**config.mk**
```make
export PLATFORM = sky130hd
export DESIGN_NAME = t05_hist_min_scan
export DESIGN_NICKNAME = d
export VERILOG_FILES = /design/src/rtl/t05_pkg.sv /design/src/rtl/t05_min2_tracker.sv /design/src/rtl/t05_hist_min_scan.sv
export SDC_FILE = /design/constraint.sdc
export NUM_CORES = 1
export LEC_CHECK = 0
export CAP_MARGIN = 20
export CORE_UTILIZATION = 30
export CTS_CLUSTER_DIAMETER = 30
export DETAILED_ROUTE_END_ITERATION = 10
export GPL_ROUTABILITY_DRIVEN = 0
export PLACE_DENSITY = 0.52
export SYNTH_ARGS = -nofsm -noshare
export SYNTH_HDL_FRONTEND = slang
export SYNTH_SLANG_ARGS = --single-unit
export TNS_END_PERCENT = 30
```
**constraint.sdc**
```tcl
create_clock -name clk -period 3.3 [get_ports clk]
set_clock_uncertainty 0.2 [all_clocks]
set_input_delay 0.825 -clock clk [delete_from_list [all_inputs] [get_ports clk]]
set_output_delay 0.825 -clock clk [all_outputs]
set_load 0.01 [all_outputs]
```
**src/rtl/t05_pkg.sv**
```systemverilog
// Shared types and constants for the team_05 histogram/Huffman datapath.
package t05_pkg;

  localparam int         NUM_BINS_DEF = 256;
  localparam logic [7:0] EOF_BYTE     = 8'h1A;

  typedef enum logic [2:0] {
    IDLE,
    SCAN_REQ,
    SCAN_CMP,
    CLR1,
    CLR2,
    DONE
  } state_t;

endpackage

```
**src/rtl/t05_min2_tracker.sv**
```systemverilog
// Tracks the two smallest non-zero values seen plus a saturating count; one-cycle register update.
// Next-state copies of least1_idx/found are exported so the caller can act on the final sample.
module t05_min2_tracker #(
  parameter int ADDR_W = 8,
  parameter int CNT_W  = 32
) (
  input  logic              clk,
  input  logic              rst,
  input  logic              clr,
  input  logic              upd,
  input  logic [ADDR_W-1:0] idx,
  input  logic [CNT_W-1:0]  val,
  output logic [ADDR_W-1:0] least1_idx,
  output logic [CNT_W-1:0]  least1_cnt,
  output logic [ADDR_W-1:0] least2_idx,
  output logic [CNT_W-1:0]  least2_cnt,
  output logic [1:0]        found,
  output logic [ADDR_W-1:0] least1_idx_nxt,
  output logic [1:0]        found_nxt
);

  logic [CNT_W-1:0]  least1_cnt_nxt;
  logic [ADDR_W-1:0] least2_idx_nxt;
  logic [CNT_W-1:0]  least2_cnt_nxt;

  // Emptiness is implied by found: least1 is empty at 0, least2 below 2.
  always_comb begin
    least1_idx_nxt = least1_idx;
    least1_cnt_nxt = least1_cnt;
    least2_idx_nxt = least2_idx;
    least2_cnt_nxt = least2_cnt;
    found_nxt      = found;
    if (clr) begin
      least1_idx_nxt = '0;
      least1_cnt_nxt = '0;
      least2_idx_nxt = '0;
      least2_cnt_nxt = '0;
      found_nxt      = 2'd0;
    end else if (upd && (val != '0)) begin
      if ((found == 2'd0) || (val < least1_cnt)) begin
        least2_idx_nxt = least1_idx;
        least2_cnt_nxt = least1_cnt;
        least1_idx_nxt = idx;
        least1_cnt_nxt = val;
      end else if ((found != 2'd2) || (val < least2_cnt)) begin
        least2_idx_nxt = idx;
        least2_cnt_nxt = val;
      end
      if (found != 2'd2) found_nxt = found + 2'd1;
    end
  end

  always_ff @(posedge clk) begin
    if (rst) begin
      least1_idx <= '0;
      least1_cnt <= '0;
      least2_idx <= '0;
      least2_cnt <= '0;
      found      <= 2'd0;
    end else begin
      least1_idx <= least1_idx_nxt;
      least1_cnt <= least1_cnt_nxt;
      least2_idx <= least2_idx_nxt;
      least2_cnt <= least2_cnt_nxt;
      found      <= found_nxt;
    end
  end

endmodule

```
**src/rtl/t05_hist_min_scan.sv**
```systemverilog
// Scans the histogram SRAM for the two smallest non-zero bins, then zeroes them.
// Latency NUM_BINS*(k+1) + k per clear + 1 for a k-cycle ack; each SRAM request is held until ack.
module t05_hist_min_scan
  import t05_pkg::*;
#(
  parameter int NUM_BINS = NUM_BINS_DEF,
  parameter int ADDR_W   = 8,
  parameter int CNT_W    = 32
) (
  input  logic              clk,
  input  logic              rst,
  input  logic              start,
  input  logic              sram_ack,
  input  logic [CNT_W-1:0]  sram_rdata,
  output logic [ADDR_W-1:0] sram_addr,
  output logic [CNT_W-1:0]  sram_wdata,
  output logic              sram_rd_en,
  output logic              sram_wr_en,
  output logic [ADDR_W-1:0] least1_idx,
  output logic [CNT_W-1:0]  least1_cnt,
  output logic [ADDR_W-1:0] least2_idx,
  output logic [CNT_W-1:0]  least2_cnt,
  output logic [1:0]        found,
  output logic              busy,
  output logic              done
);

  localparam logic [ADDR_W-1:0] LAST_ADDR = ADDR_W'(NUM_BINS - 1);

  state_t            state;
  logic [ADDR_W-1:0] addr;
  logic [CNT_W-1:0]  rdata_q;
  logic [ADDR_W-1:0] least1_idx_nxt;
  logic [1:0]        found_nxt;

  assign sram_wdata = '0;

  t05_min2_tracker #(
    .ADDR_W(ADDR_W),
    .CNT_W (CNT_W)
  ) u_tracker (
    .clk           (clk),
    .rst           (rst),
    .clr           ((state == IDLE) && start),
    .upd           (state == SCAN_CMP),
    .idx           (addr),
    .val           (rdata_q),
    .least1_idx    (least1_idx),
    .least1_cnt    (least1_cnt),
    .least2_idx    (least2_idx),
    .least2_cnt    (least2_cnt),
    .found         (found),
    .least1_idx_nxt(least1_idx_nxt),
    .found_nxt     (found_nxt)
  );

  always_ff @(posedge clk) begin
    if (rst) begin
      state      <= IDLE;
      addr       <= '0;
      rdata_q    <= '0;
      sram_addr  <= '0;
      sram_rd_en <= 1'b0;
      sram_wr_en <= 1'b0;
      busy       <= 1'b0;
      done       <= 1'b0;
    end else begin
      done <= 1'b0;
      case (state)
        IDLE: begin
          if (start) begin
            state      <= SCAN_REQ;
            addr       <= '0;
            sram_addr  <= '0;
            sram_rd_en <= 1'b1;
            busy       <= 1'b1;
          end
        end
        SCAN_REQ: begin
          if (sram_ack) begin
            rdata_q    <= sram_rdata;
            sram_rd_en <= 1'b0;
            state      <= SCAN_CMP;
          end
        end
        SCAN_CMP: begin
          // The last bin's comparison lands this cycle, so use the tracker's next values.
          if (addr == LAST_ADDR) begin
            if (found_nxt != 2'd0) begin
              state      <= CLR1;
              sram_addr  <= least1_idx_nxt;
              sram_wr_en <= 1'b1;
            end else begin
              state <= DONE;
              done  <= 1'b1;
            end
          end else begin
            addr       <= addr + 1'b1;
            sram_addr  <= addr + 1'b1;
            sram_rd_en <= 1'b1;
            state      <= SCAN_REQ;
          end
        end
        CLR1: begin
          if (sram_ack) begin
            if (found == 2'd2) begin
              sram_addr <= least2_idx;
              state     <= CLR2;
            end else begin
              sram_wr_en <= 1'b0;
              state      <= DONE;
              done       <= 1'b1;
            end
          end
        end
        CLR2: begin
          if (sram_ack) begin
            sram_wr_en <= 1'b0;
            state      <= DONE;
            done       <= 1'b1;
          end
        end
        DONE: begin
          busy  <= 1'b0;
          state <= IDLE;
        end
        default: begin
          state      <= IDLE;
          sram_rd_en <= 1'b0;
          sram_wr_en <= 1'b0;
          busy       <= 1'b0;
        end
      endcase
    end
  end

endmodule

```
Word-level counts from Yosys, hierarchy flattened
Cells that the tools add are included.
W data, S select, Z words.
{"block": "word_totals", "reg_bits": 137, "latchBits": 0, "ramBits": 0, "romBits": 0, "input_bits": 36, "out_inout_bits": 126, "word_cells": 104, "mem_count": 0}
{"block": "op_classes", "n_addsub": 2, "n_mul": 0, "n_div": 0, "magnitude_cmp": 2, "n_eq_ne": 18, "shift": 0, "n_mux": 42, "n_bitwise": 3, "n_reduce_logical": 24}
{"cell": "$mux W8", "count": 11}
{"cell": "$lt A32 B32 Y1", "count": 2}
{"cell": "$mux W32", "count": 2}
{"cell": "$reduce_bool A32 Y1", "count": 1}
{"cell": "$pmux W8 S3", "count": 1}
{"cell": "$ne A2 B2 Y1 const B", "count": 10}
{"cell": "$mux W3", "count": 6}
{"cell": "$pmux W8 S2", "count": 1}
{"cell": "$pmux W3 S5", "count": 1}
{"cell": "$mux W1", "count": 13}
{"cell": "$add A8 B1 Y8 const B", "count": 1}
{"cell": "$eq A8 B8 Y1 const B", "count": 1}
{"cell": "$pmux W1 S4", "count": 2}
{"cell": "$reduce_and A2 Y1", "count": 4}
{"cell": "$reduce_and A4 Y1", "count": 2}
{"cell": "$eq A3 B2 Y1 const B", "count": 2}
{"cell": "$eq A3 B3 Y1 const B", "count": 2}
{"cell": "$mux W2", "count": 3}
{"cell": "$reduce_and A6 Y1", "count": 1}
{"cell": "$reduce_bool A2 Y1", "count": 3}
{"cell": "$reduce_or A3 Y1", "count": 2}
{"cell": "$reduce_and A5 Y1", "count": 1}
{"cell": "$reduce_or A4 Y1", "count": 1}
{"cell": "$eq A3 B1 Y1 const B", "count": 1}
{"cell": "other kinds (13)", "count": 17}

Longest topological paths before layout
Gate-level depths: netlist of the first run.
{"block": "logic_depth", "ltp_word": 8, "mapped_depth": 11, "ltp_nobuf": 9}

By module
A second synthesis of the first run with hierarchy kept.
{"block": "hier_totals", "hier_cells": 921, "hier_area_um2": 7973.9}
{"mod": "t05_min2_tracker", "instances": 1, "cells_per_inst": 571, "area_per_inst_um2": 5185.0, "seq_area_each_um2": 1641.6}
{"mod": "t05_hist_min_scan", "instances": 1, "cells_per_inst": 350, "area_per_inst_um2": 2788.9, "seq_area_each_um2": 1101.1}

Worst setup path before layout of the first run
No wires, ideal clock.
{"block": "synth_path", "kind": "register -> register", "start": "reg u_tracker.least1_cnt[30]", "end": "reg sram_addr[7]", "setup_time_ps": 123, "arrival_ps": 2289, "required_ps": 2977, "slack_ps": 688, "path_stages_with_launch": 12, "path_buffers": 2, "synth_period_minus_slack_ps": 2612, "path_cell_list": "dfxtp_1 > inv_1 > ha_1 > a21oi_1 > nand2_1 > a221oi_1 > a31o_2 > clkbuf_1 > nand3_2 > buf_4 > a31oi_1 > a211oi_2"}
{"block": "synth_via", "elab_chain_cells": 8}
{"item": "start, declared", "line_no": "t05_min2_tracker.sv:14", "text": "output logic [CNT_W-1:0] least1_cnt,"}
{"item": "start signal, assigned", "line_no": "t05_min2_tracker.sv:62", "text": "least1_cnt <= least1_cnt_nxt;"}
{"item": "$lt A32 B32 Y1", "line_no": "t05_min2_tracker.sv:40", "text": "if ((found == 2'd0) || (val < least1_cnt)) begin"}
{"item": "$logic_or A1 B1 Y1", "line_no": "t05_min2_tracker.sv:40"}
{"item": "$mux W8", "line_no": "t05_min2_tracker.sv:40"}
{"item": "$mux W8", "line_no": "t05_min2_tracker.sv:39", "text": "end else if (upd && (val != '0)) begin"}
{"item": "$mux W8", "line_no": "t05_min2_tracker.sv:33", "text": "if (clr) begin"}
{"item": "$mux W8", "line_no": "t05_hist_min_scan.sv:89", "text": "if (found_nxt != 2'd0) begin"}
{"item": "$mux W8", "line_no": "t05_hist_min_scan.sv:88", "text": "if (addr == LAST_ADDR) begin"}
{"item": "$pmux W8 S3", "line_no": "t05_hist_min_scan.sv:69", "text": "case (state)"}
{"item": "end signal, assigned", "line_no": "t05_hist_min_scan.sv:91", "text": "sram_addr <= least1_idx_nxt;"}
{"item": "end signal, assigned", "line_no": "t05_hist_min_scan.sv:99", "text": "sram_addr <= addr + 1'b1;"}
{"item": "end signal, assigned", "line_no": "t05_hist_min_scan.sv:107", "text": "sram_addr <= least2_idx;"}
{"item": "end, declared", "line_no": "t05_hist_min_scan.sv:15", "text": "output logic [ADDR_W-1:0] sram_addr,"}
No other way between the ends. The select of a mux whose other input is x is not followed.
A chain may end at the register's enable or synchronous reset.

Worst setup path after layout of the first run
{"block": "layout_path", "start": "reg u_tracker.least1_cnt[30]", "end": "reg u_tracker.least2_cnt[13]"}
{"block": "layout_via", "elab_chain_cells": 4, "elab_cells_between_ends": 5, "cone_classes": "order compare: 1; mux: 1; reduce/logical: 3"}
{"item": "$lt A32 B32 Y1 *", "line_no": "t05_min2_tracker.sv:40"}
{"item": "$logic_or A1 B1 Y1 *", "line_no": "t05_min2_tracker.sv:40"}
{"item": "$reduce_bool A2 Y1 (no line)"}
{"item": "$reduce_and A2 Y1 (no line)"}
{"item": "end signal, assigned", "line_no": "t05_min2_tracker.sv:64", "text": "least2_cnt <= least2_cnt_nxt;"}
{"item": "end, declared", "line_no": "t05_min2_tracker.sv:16", "text": "output logic [CNT_W-1:0] least2_cnt,"}
Mark *: on every way between the ends. The rest lies on a longest branch, timed or not.

==> flow_summary.toml, run 1 <==
[logic_synthesis]
synth_sequential_area_ratio = 0.346
post_synth.cell_area_avg_um2 = 7.90
netlist_area_um2 = 7930
synth-edff-count = 0
ff_latch_count_synth = 137
asyncSetResetFlopFracSynth = 0
yosysWarnings = 0
synth_cell_types = 58
synth_flop_cell = "dfxtp_1"
synthCells = 1004

[power_and_ir_drop]
power_per_cell_area_nw_per_um2 = 427
peakVddDrop_mv = 0.230
power_leakage_nw = 4.07

[flow_run]
max_cap_viol_count = 0

[run_status]
outcome = "finished, final reports clean"

[grt]
globalRoute.busiestLayer = "met2"
grt_util_met2 = 0.301
antenna_found_initial = 0
first_global_vias = 6898
overflow = 0
groute.usage.overall = 0.188
grt_use_met1 = 0.257
groute.layer.met3.usage = 0.0324
grt_max_degree = 81
first_pass_grt_wire_length_um = 38900

[die]
dieWidth_um = 165
initial_utilization = 0.305
std_cell_rows = 59
fp.dieH_um = 165
design.portCount = 162
area_enclosed_by_the_die_boundary_um2 = 27100
placeableCoreArea_um2 = 26000

[routing]
route.detailed.drc = 0
drtAntennaViolNets = 0
wl_per_cell_um = 17.1
detailedRoute.firstIterationViolations = 373
viasPerCell = 4.99
dr.pass1.iters = 5
dr_vias = 7325
route.final.wire_length_um = 25100

[clock_network]
cts.sinks = 137
cts-hold-fix-buffers = 0
insertion_delay_ns = 0.42
tritoncts.num_buffers = 17
path_clk_slew_ns = 0.06
htree_num_levels = 4
clockBufferDepth = 2
cts_tree = "built"
cts_root_buffer = "clkbuf_16"
post-cts-setup-buffer-count = 0

[worst_hold_path]
hold_depth = 2
holdCritStartpoint = "u_tracker.least1_cnt[14]"
min-delay-path-class = "flip-flop to flip-flop"
hold-path-endpoint = "u_tracker.least1_cnt[14]"

[worst_setup_path]
worst_r2r_path_depth = 10
r2r_setup_slack_ns = 0.23
crit-reg2reg-capture = "u_tracker.least2_cnt[13]"
crit_chain = "inv_1 > ha_1 > nand4_1 > nor4_2 > nand2_1 > a31oi_2 > nor2_2 > o31ai_4 > buf_4 > mux2i_1"
critical_path.slowest_cell = "dfxtp_1"
setup.worst_path.class = "flip-flop to flip-flop"
worst_path_largest_cell_delay_ns = 0.39
crit_required_ns = 3.44
worst-endpoint-arrival_ns = 3.21
critPathCaptureType = "flip-flop"
setup.worst_path.start_class = "flip-flop"
crit_path_max_fanout = 10
crit-reg2reg-launch = "u_tracker.least1_cnt[30]"
first_element_of_the_critical_path = "u_tracker.least1_cnt[30]"

[sta]
tightest_slew_ns = 0.545
fin_worst_hold_slack_ns = 0.270
finalMaxSlewViolations = 0
fin_tns_setup_ns = 0
grt_setup_unrepaired = "false"
layout_worst_path_cycle_share = 0.929
period_minus_slack_ns = 3.07
max_clock_freq_ghz = 0.326
slew-limit-headroom = 0.634
setup_violations = 0
final-hold-violation-count = 0

[layout]
final_layout_size_suffix_gt1_frac = 0.0724
design.final.nets = 1223
insertedDiodeCount = 0
area_delta_synth_final_pct = 27.6

[placement]
port-buffer-count = 129
dp.final_hpwl_um = 18100
==> kinds of logic (layout without fill, tap and decap cells) <==
group | Yosys count | count (layout) | synth area share
fa+ha+maj | 66 | 66 | 0.104
other cells | 1 | 32 | 0.000473
xor+xnor | 7 | 7 | 0.00773
buf+inv | 167 | 265 | 0.103
mux | 45 | 45 | 0.0568
compound gates | 231 | 231 | 0.188
flops | 137 | 137 | 0.346
simple gates | 350 | 350 | 0.194
==> synthesized netlist by cell type (all sizes together), types with 3 or more instances <==
cell type	number	area share
clkbuf	44	0.021
nand3	41	0.027
nor3	8	0.0050
xnor2	4	0.0044
o31ai	4	0.0073
nand4	8	0.0063
nor2	29	0.014
a21o	10	0.0095
inv	70	0.033
o21ai	26	0.016
mux2i	45	0.057
a22oi	9	0.0085
dfxtp	137	0.35
a221oi	4	0.0044
nor2b	6	0.0047
o211ai	43	0.041
nand2b	9	0.0071
a31oi	8	0.0071
a22o	4	0.0044
buf	53	0.049
xor2	3	0.0033
a211oi	4	0.0044
or3	9	0.0071
ha	66	0.10
a21oi	103	0.065
nor4	12	0.0095
nand2	215	0.10
==> per-stage QoR <==
| step | util | setup slack (ns) | power [mW] | cells | cell area [µm²] |
|---|---|---|---|---|---|
| after global placement | 0.367 | 0.256 | 2.44 | 1437 | 9530 |
| after detailed placement | 0.367 | 0.198 | 2.44 | 1437 | 9530 |
| after floorplan | - | 0.688 | 2.21 | 1035 | 8050 |
| final | 0.390 | 0.233 | 4.32 | 1468 | 10100 |
| after global routing | 0.390 | 0.0670 | 4.51 | 1468 | 10100 |
| after CTS | 0.389 | 0.168 | 4.36 | 1468 | 10100 |
==> layout by cell type, fill, tap and decap left out, types with 3 or more instances in the layout <==
cell and instances:
clkbuf_1 3, clkdlybuf4s50_1 128, clkbuf_8 4, inv_1 70
a31oi_1 7, clkbuf_16 17, a21oi_1 103, nor2_1 27
nor4_1 11, clkinv_2 3, a22o_1 4, buf_12 4
a211oi_1 3, nor2b_1 5, buf_4 31, a221oi_1 4
mux2i_1 45, or3_1 9, nand3_1 40, a22oi_1 9
o21ai_0 21, o211ai_1 43, conb_1 32, nand2b_1 9
o21ai_1 5, nor3_1 7, xor2_1 3, a21o_1 10
ha_1 66, nand2_1 215, xnor2_1 4, dfxtp_1 137
nand4_1 8
==> state kept, by name (all words and copies together) (netlist names) <==
signal                cells
u_tracker.least1_idx      8
u_tracker.found           2
sram_addr                 8
done                      1
sram_rd_en                1
u_tracker.least2_cnt     32
state                     3
rdata_q                  32
u_tracker.least2_idx      8
u_tracker.least1_cnt     32
busy                      1
sram_wr_en                1
addr                      8
==> report_power, final <==
group          internal [mW]  switching [mW]
clock network           1.19           0.731
registers               1.68          0.0459
logic                  0.266           0.409
==> worst max-delay path by stage <==
stage                                     to  depth (start not counted)
floorplan                       sram_addr[7]                         11
global placement    u_tracker.least2_cnt[14]                         10
detailed placement  u_tracker.least2_cnt[13]                         10
CTS                 u_tracker.least2_cnt[13]                         10
global route        u_tracker.least2_cnt[12]                         10
finish              u_tracker.least2_cnt[13]                         10
==> layer usage <==
metal,vias to the layer above,wire (µm)
met2,185,11500
met4,0,374
met1,3463,12100
met3,25,1140
li1,3652,-
met5,-,0
==> critical path, delay by kind of cell, from the launching register on <==
kind                     cells  cell delay (ns)
multiplexers                 1             0.21
AO/OA/AOI/OAI                2             0.65
adder cells (fa/ha/maj)      1             0.32
AND/OR/NAND/NOR              4             0.81
flip-flops                   1             0.39
buffers and inverters        2             0.41
==> what timing repair did <==
action                                 4_1_cts  5_1_grt
endpoints found under the hold margin        0        0
setup endpoints to repair                    0        3
resized for setup                            0        1
==> final cells by class <==
class / instances / area [µm²]
inverter: 70 / 263
timing repair buffer: 164 / 1600
multi-input combinational: 731 / 4520
fill: 2678 / 15900
sequential: 137 / 2740
clock inverter: 7 / 91.3
clock buffer: 24 / 492
tap: 335 / 419
No activity file was read; power rests on OpenSTA's default activity.
==> run 2, diff against run 1 <==
--- a/config.mk
+++ b/config.mk
@@ -7,9 +7,9 @@
 export LEC_CHECK = 0
 export CAP_MARGIN = 20
-export CORE_UTILIZATION = 30
+export CORE_UTILIZATION = 52
 export CTS_CLUSTER_DIAMETER = 30
 export DETAILED_ROUTE_END_ITERATION = 10
 export GPL_ROUTABILITY_DRIVEN = 0
-export PLACE_DENSITY = 0.52
+export PLACE_DENSITY = 0.82
 export SYNTH_ARGS = -nofsm -noshare
 export SYNTH_HDL_FRONTEND = slang
==> constraint.sdc (replaced) <==
create_clock -name clk -period 3.3 [get_ports clk]
set_clock_uncertainty 0.2 [all_clocks]
set_input_delay 0.825 -clock clk [delete_from_list [all_inputs] [get_ports clk]]
set_output_delay 0.825 -clock clk [all_outputs]
set_load 0.02 [all_outputs]
==> run 2 against run 1 <==
Against the previous run: the run now ends with design-rule violations left; worst hold slack worse by 0.00090 ns; first-iteration DRC count is 120% higher; core utilization up 28 points; via count is 4.1% higher; die area is 42% lower; sequential share of layout area is 0.59 points higher.
==> flow_summary.toml, run 2 (synthesis results as in run 1) <==
[clock_network]
htree_num_levels = 4
cts-hold-fix-buffers = 0
cts.sinks = 137
insertion_delay_ns = 0.42
cts_root_buffer = "clkbuf_16"
clockBufferDepth = 2
cts_tree = "built"
path_clk_slew_ns = 0.06
tritoncts.num_buffers = 17

[layout]
final_layout_size_suffix_gt1_frac = 0.0649
area_delta_synth_final_pct = 24.9
layout.core_utilization = 0.674
design.final.nets = 1215
largest_registers = "rdata_q: 32 flops, u_tracker.least1_cnt: 32 flops, u_tracker.least2_cnt: 32 flops"
finalInstanceArea_um2 = 9910
insertedDiodeCount = 0
layout.cells.most_common = "nand2_1"
most_frequent_cells_in_the_layout = "nand2_1 (215), dfxtp_1 (137), clkdlybuf4s50_1 (128)"

[power_and_ir_drop]
power_per_cell_area_nw_per_um2 = 445
p_sw_mw = 1.17
internal-power_mw = 3.24
combinational_share_of_power = 0.154
sequentialPowerShare = 0.393
netSwitchingFraction = 0.265
peakVddDrop_mv = 0.343
power.share.clock = 0.453
power_leakage_nw = 4.05

[worst_setup_path]
setup.worst_path.start_class = "flip-flop"
crit-reg2reg-capture = "u_tracker.least2_cnt[5]"
crit_required_ns = 3.45
first_element_of_the_critical_path = "rdata_q[29]"
setup.worst_path.class = "flip-flop to flip-flop"
critPathCaptureType = "flip-flop"
crit-reg2reg-launch = "rdata_q[29]"
r2r_setup_slack_ns = 0.24
crit_path_max_fanout = 20
worst-endpoint-arrival_ns = 3.20
worst_r2r_path_depth = 10

[sta]
tightest_slew_ns = 0.751
period_minus_slack_ns = 3.06
layout_worst_path_cycle_share = 0.926
grt_setup_unrepaired = "false"
finalMaxSlewViolations = 0
final-hold-violation-count = 0
slew-limit-headroom = 0.494
setup_violations = 0
max_clock_freq_ghz = 0.327
fin_tns_setup_ns = 0

[worst_hold_path]
min-delay-path-class = "flip-flop to flip-flop"
hold_depth = 2
hold-path-endpoint = "u_tracker.least1_cnt[14]"
holdCritStartpoint = "u_tracker.least1_cnt[14]"

[routing]
route.final.wire_length_um = 22600
detailedRoute.firstIterationViolations = 833
dr_vias = 7622
route.detailed.drc = 9
wl_per_cell_um = 17.2
drtAntennaViolNets = 0
dr.pass1.iters = 9
viasPerCell = 5.82

[run_status]
violations = "design-rule violations"
outcome = "complete, but fails checks"

[grt]
groute.usage.overall = 0.287
first_global_vias = 6900
antenna_found_initial = 0
overflow = 0
grt_max_degree = 43
first_pass_grt_wire_length_um = 35900

[placement]
port-buffer-count = 129
dp.final_hpwl_um = 15700
postPlaceCellArea_um2 = 9280

[die]
dieWidth_um = 126
area_enclosed_by_the_die_boundary_um2 = 15800
design.portCount = 162
fp.dieH_um = 126
placeableCoreArea_um2 = 14700
initial_utilization = 0.540
std_cell_rows = 44

[flow_run]
max_cap_viol_count = 0
## run 2: changes by cell type in the layout (fill, tap and decap cells not counted)
cell	previous run	this run
nor3_4	0	1
bufinv_16	2	4
clkbuf_8	4	2
buf_4	31	23
clkbuf_1	3	4
nor3_2	1	0
clkinvlp_4	1	0
## run 2: cell type report
class | count | area [µm²]
sequential | 137 | 2740
timing repair buffer | 156 | 1540
tap | 184 | 230
clock buffer | 23 | 468
inverter | 70 | 263
clock inverter | 8 | 144
multi-input combinational | 731 | 4520
fill | 1165 | 4790
## run 2: timing repair
item	CTS	global route
gates resized for setup	0	2
buffers inserted	0	0
setup endpoints to repair	0	8
## run 2: worst max-delay path by stage
stage	cells after the start	to
after global routing	10	u_tracker.least2_cnt[25]
after floorplan	11	sram_addr[7]
after detailed placement	10	u_tracker.least2_cnt[5]
after CTS	10	u_tracker.least1_cnt[28]
final	10	u_tracker.least2_cnt[5]
after global placement	10	u_tracker.least2_cnt[8]
## run 2: power groups by stage
| stage | registers [mW] | logic [mW] | clock network [mW] |
|---|---|---|---|
| 4_1_cts | 1.73 | 0.664 | 2.01 |
| 5_1_grt | 1.74 | 0.737 | 2.09 |
| 2_1_floorplan | 1.76 | 0.475 | 0 |
| 3_3_place_gp | 1.77 | 0.647 | 0 |
| 6_report | 1.73 | 0.679 | 2.00 |
| 3_5_place_dp | 1.77 | 0.658 | 0 |
## run 2: layer usage
metal	wire length [µm]	GRT usage	part of all wire
met5	0	0	0
met4	398	0.0868	0.018
met3	1830	0.0599	0.081
met2	10500	0.463	0.47
met1	9830	0.384	0.44
## run 2: through the flow
step,hold slack [ns],setup slack (ns),std cells,power [mW]
6_report,0.269,0.243,1309,4.41
5_1_grt,0.296,0.0331,1309,4.56
4_1_cts,0.270,0.215,1309,4.40
3_5_place_dp,0.263,0.266,1278,2.42
3_3_place_gp,0.257,0.335,1278,2.41
2_1_floorplan,0.278,0.602,1035,2.23
## run 2: worst max-delay path, stage by stage (launching register included)
cell and delay, ns:
dfxtp_1 0.31, buf_4 0.16, ha_1 0.30, nand4_1 0.13
nor4_1 0.55, inv_1 0.09, o221ai_1 0.24, a31oi_1 0.12
o31ai_4 0.23, buf_4 0.41, mux2i_1 0.24
==> run 3, diff against run 2 <==
Settings changed: SKIP_LAST_GASP set to 1.
==> run 3 against run 2 <==
Against the previous run: the flow still finishes with violations (design-rule violations); largest cell class unchanged; first-iteration DRC count is 8.8% higher; flip-flop and latch count did not move; global-route usage stayed put; core utilization about the same; critical path depth unchanged; die area stayed put; worst setup slack got worse by 0.061 ns; cell area about the same; via count up 0.10%.
==> flow_summary.toml, run 3 (synthesis results as in run 1) <==
[run_status]
violations = "design-rule violations"
outcome = "complete, but fails checks"

[sta]
setup_violations = 0
layout_worst_path_cycle_share = 0.945
fin_worst_hold_slack_ns = 0.270
max_clock_freq_ghz = 0.321
fin_tns_setup_ns = 0
slew-limit-headroom = 0.519
tightest_slew_ns = 0.720
period_minus_slack_ns = 3.12
grt_setup_unrepaired = "true"
final-hold-violation-count = 0
final_critical_path_setup_slack_ns = 0.182
finalMaxSlewViolations = 0

[clock_network]
cts_root_buffer = "clkbuf_16"
cts.sinks = 137
htree_num_levels = 4
cts_tree = "built"
post-cts-setup-buffer-count = 0
insertion_delay_ns = 0.42
tritoncts.num_buffers = 17
path_clk_slew_ns = 0.06
clockBufferDepth = 2

[die]
dieWidth_um = 126
fp.dieH_um = 126
placeableCoreArea_um2 = 14700
area_enclosed_by_the_die_boundary_um2 = 15800
initial_utilization = 0.540
std_cell_rows = 44
design.portCount = 162

[grt]
first_global_vias = 6900
grt_util_met2 = 0.463
overflow = 0
groute.layer.met3.usage = 0.0599
groute.usage.overall = 0.287
antenna_found_initial = 0
globalRoute.busiestLayer = "met2"
grt_max_degree = 43
first_pass_grt_wire_length_um = 35900
grt_use_met1 = 0.384

[routing]
viasPerCell = 5.83
dr.pass1.iters = 9
route.final.wire_length_um = 22500
wl_per_cell_um = 17.2
drtAntennaViolNets = 0
detailedRoute.firstIterationViolations = 906
route.detailed.drc = 9
dr_vias = 7630

[power_and_ir_drop]
power_per_cell_area_nw_per_um2 = 445
power_leakage_nw = 4.05
sequentialPowerShare = 0.393
combinational_share_of_power = 0.154
peakVddDrop_mv = 0.342
netSwitchingFraction = 0.265
p_sw_mw = 1.17
power.share.clock = 0.454
internal-power_mw = 3.24

[layout]
layout.core_utilization = 0.674
finalInstanceArea_um2 = 9900
area_delta_synth_final_pct = 24.8
layout.cells.most_common = "nand2_1"
insertedDiodeCount = 0
design.final.nets = 1215
largest_registers = "rdata_q: 32 flops, u_tracker.least1_cnt: 32 flops, u_tracker.least2_cnt: 32 flops"
most_frequent_cells_in_the_layout = "nand2_1 (215), dfxtp_1 (137), clkdlybuf4s50_1 (128)"
final_layout_size_suffix_gt1_frac = 0.0649

[worst_setup_path]
crit_path_max_fanout = 20
setup.worst_path.start_class = "flip-flop"
critical_path.slowest_cell = "nor4_1"
crit_chain = "buf_4 > ha_1 > nand4_1 > nor4_1 > inv_1 > o221ai_1 > a31oi_1 > o31ai_4 > buf_4 > mux2i_1"
critPathTopFamily = "simple AND/OR/NAND/NOR gates"
worst_path_largest_cell_delay_ns = 0.58
crit_required_ns = 3.44
critPathCaptureType = "flip-flop"
setup.worst_path.class = "flip-flop to flip-flop"
critical_path.n_buffers_inverters = 3
worst-endpoint-arrival_ns = 3.26
critPathMostFrequentCell = "buf_4"

[flow_run]
max_cap_viol_count = 0

[placement]
port-buffer-count = 129
dp.final_hpwl_um = 15700
preCtsSetupSlack_ns = 0.266
postPlaceCellArea_um2 = 9280

[worst_hold_path]
min-delay-path-class = "flip-flop to flip-flop"
-- run 3: path summary, 6_finish.rpt --
| kind | from | end | slack [ns] | depth (start not counted) |
|---|---|---|---|---|
| worst max-delay path | rdata_q[29] | u_tracker.least2_cnt[5] | 0.18 | 10 |
| worst min-delay path | u_tracker.least1_cnt[14] | u_tracker.least1_cnt[14] | 0.27 | 2 |
| worst max register to register | rdata_q[29] | u_tracker.least2_cnt[5] | 0.18 | 10 |
| worst min register to register | u_tracker.least1_cnt[14] | u_tracker.least1_cnt[14] | 0.27 | 2 |
-- run 3: worst min-delay path, delay by kind of cell, from the launching register on --
family / cells / cell delay [ns]
AO/OA/AOI/OAI: 1 / 0.05
AND/OR/NAND/NOR: 1 / 0.05
flip-flops: 1 / 0.32
-- run 3: routing by layer --
metal / up-vias / part of all wire
met1: 3578 / 0.44
met2: 381 / 0.47
met3: 42 / 0.076
li1: 3629 / -
met5: - / 0
met4: 0 / 0.016
-- run 3: power by group through the flow --
stage | Clock [mW] | Sequential, mW | Combinational [mW]
after floorplan | 0 | 1.76 | 0.475
after global placement | 0 | 1.77 | 0.647
after detailed placement | 0 | 1.77 | 0.658
after CTS | 2.01 | 1.73 | 0.664
after global routing | 2.09 | 1.74 | 0.736
final | 2.00 | 1.73 | 0.678
-- run 3: repair_timing --
item	4_1_cts	5_1_grt
resized for setup	0	1
endpoints found under the setup margin	0	8
hold buffers	0	0
-- run 3: area by class of cell --
cell class | instances | area, µm²
Tap cell | 184 | 230
Fill cell | 1168 | 4800
Clock inverter | 8 | 144
Sequential cell | 137 | 2740
Inverter | 70 | 263
Clock buffer | 23 | 468
Multi-Input combinational cell | 731 | 4520
Timing Repair Buffer | 156 | 1540
-- run 3: metrics by stage --
stage               cells  total power, mW
floorplan            1035             2.23
global placement     1278             2.41
detailed placement   1278             2.42
CTS                  1309             4.40
global route         1309             4.56
finish               1309             4.41
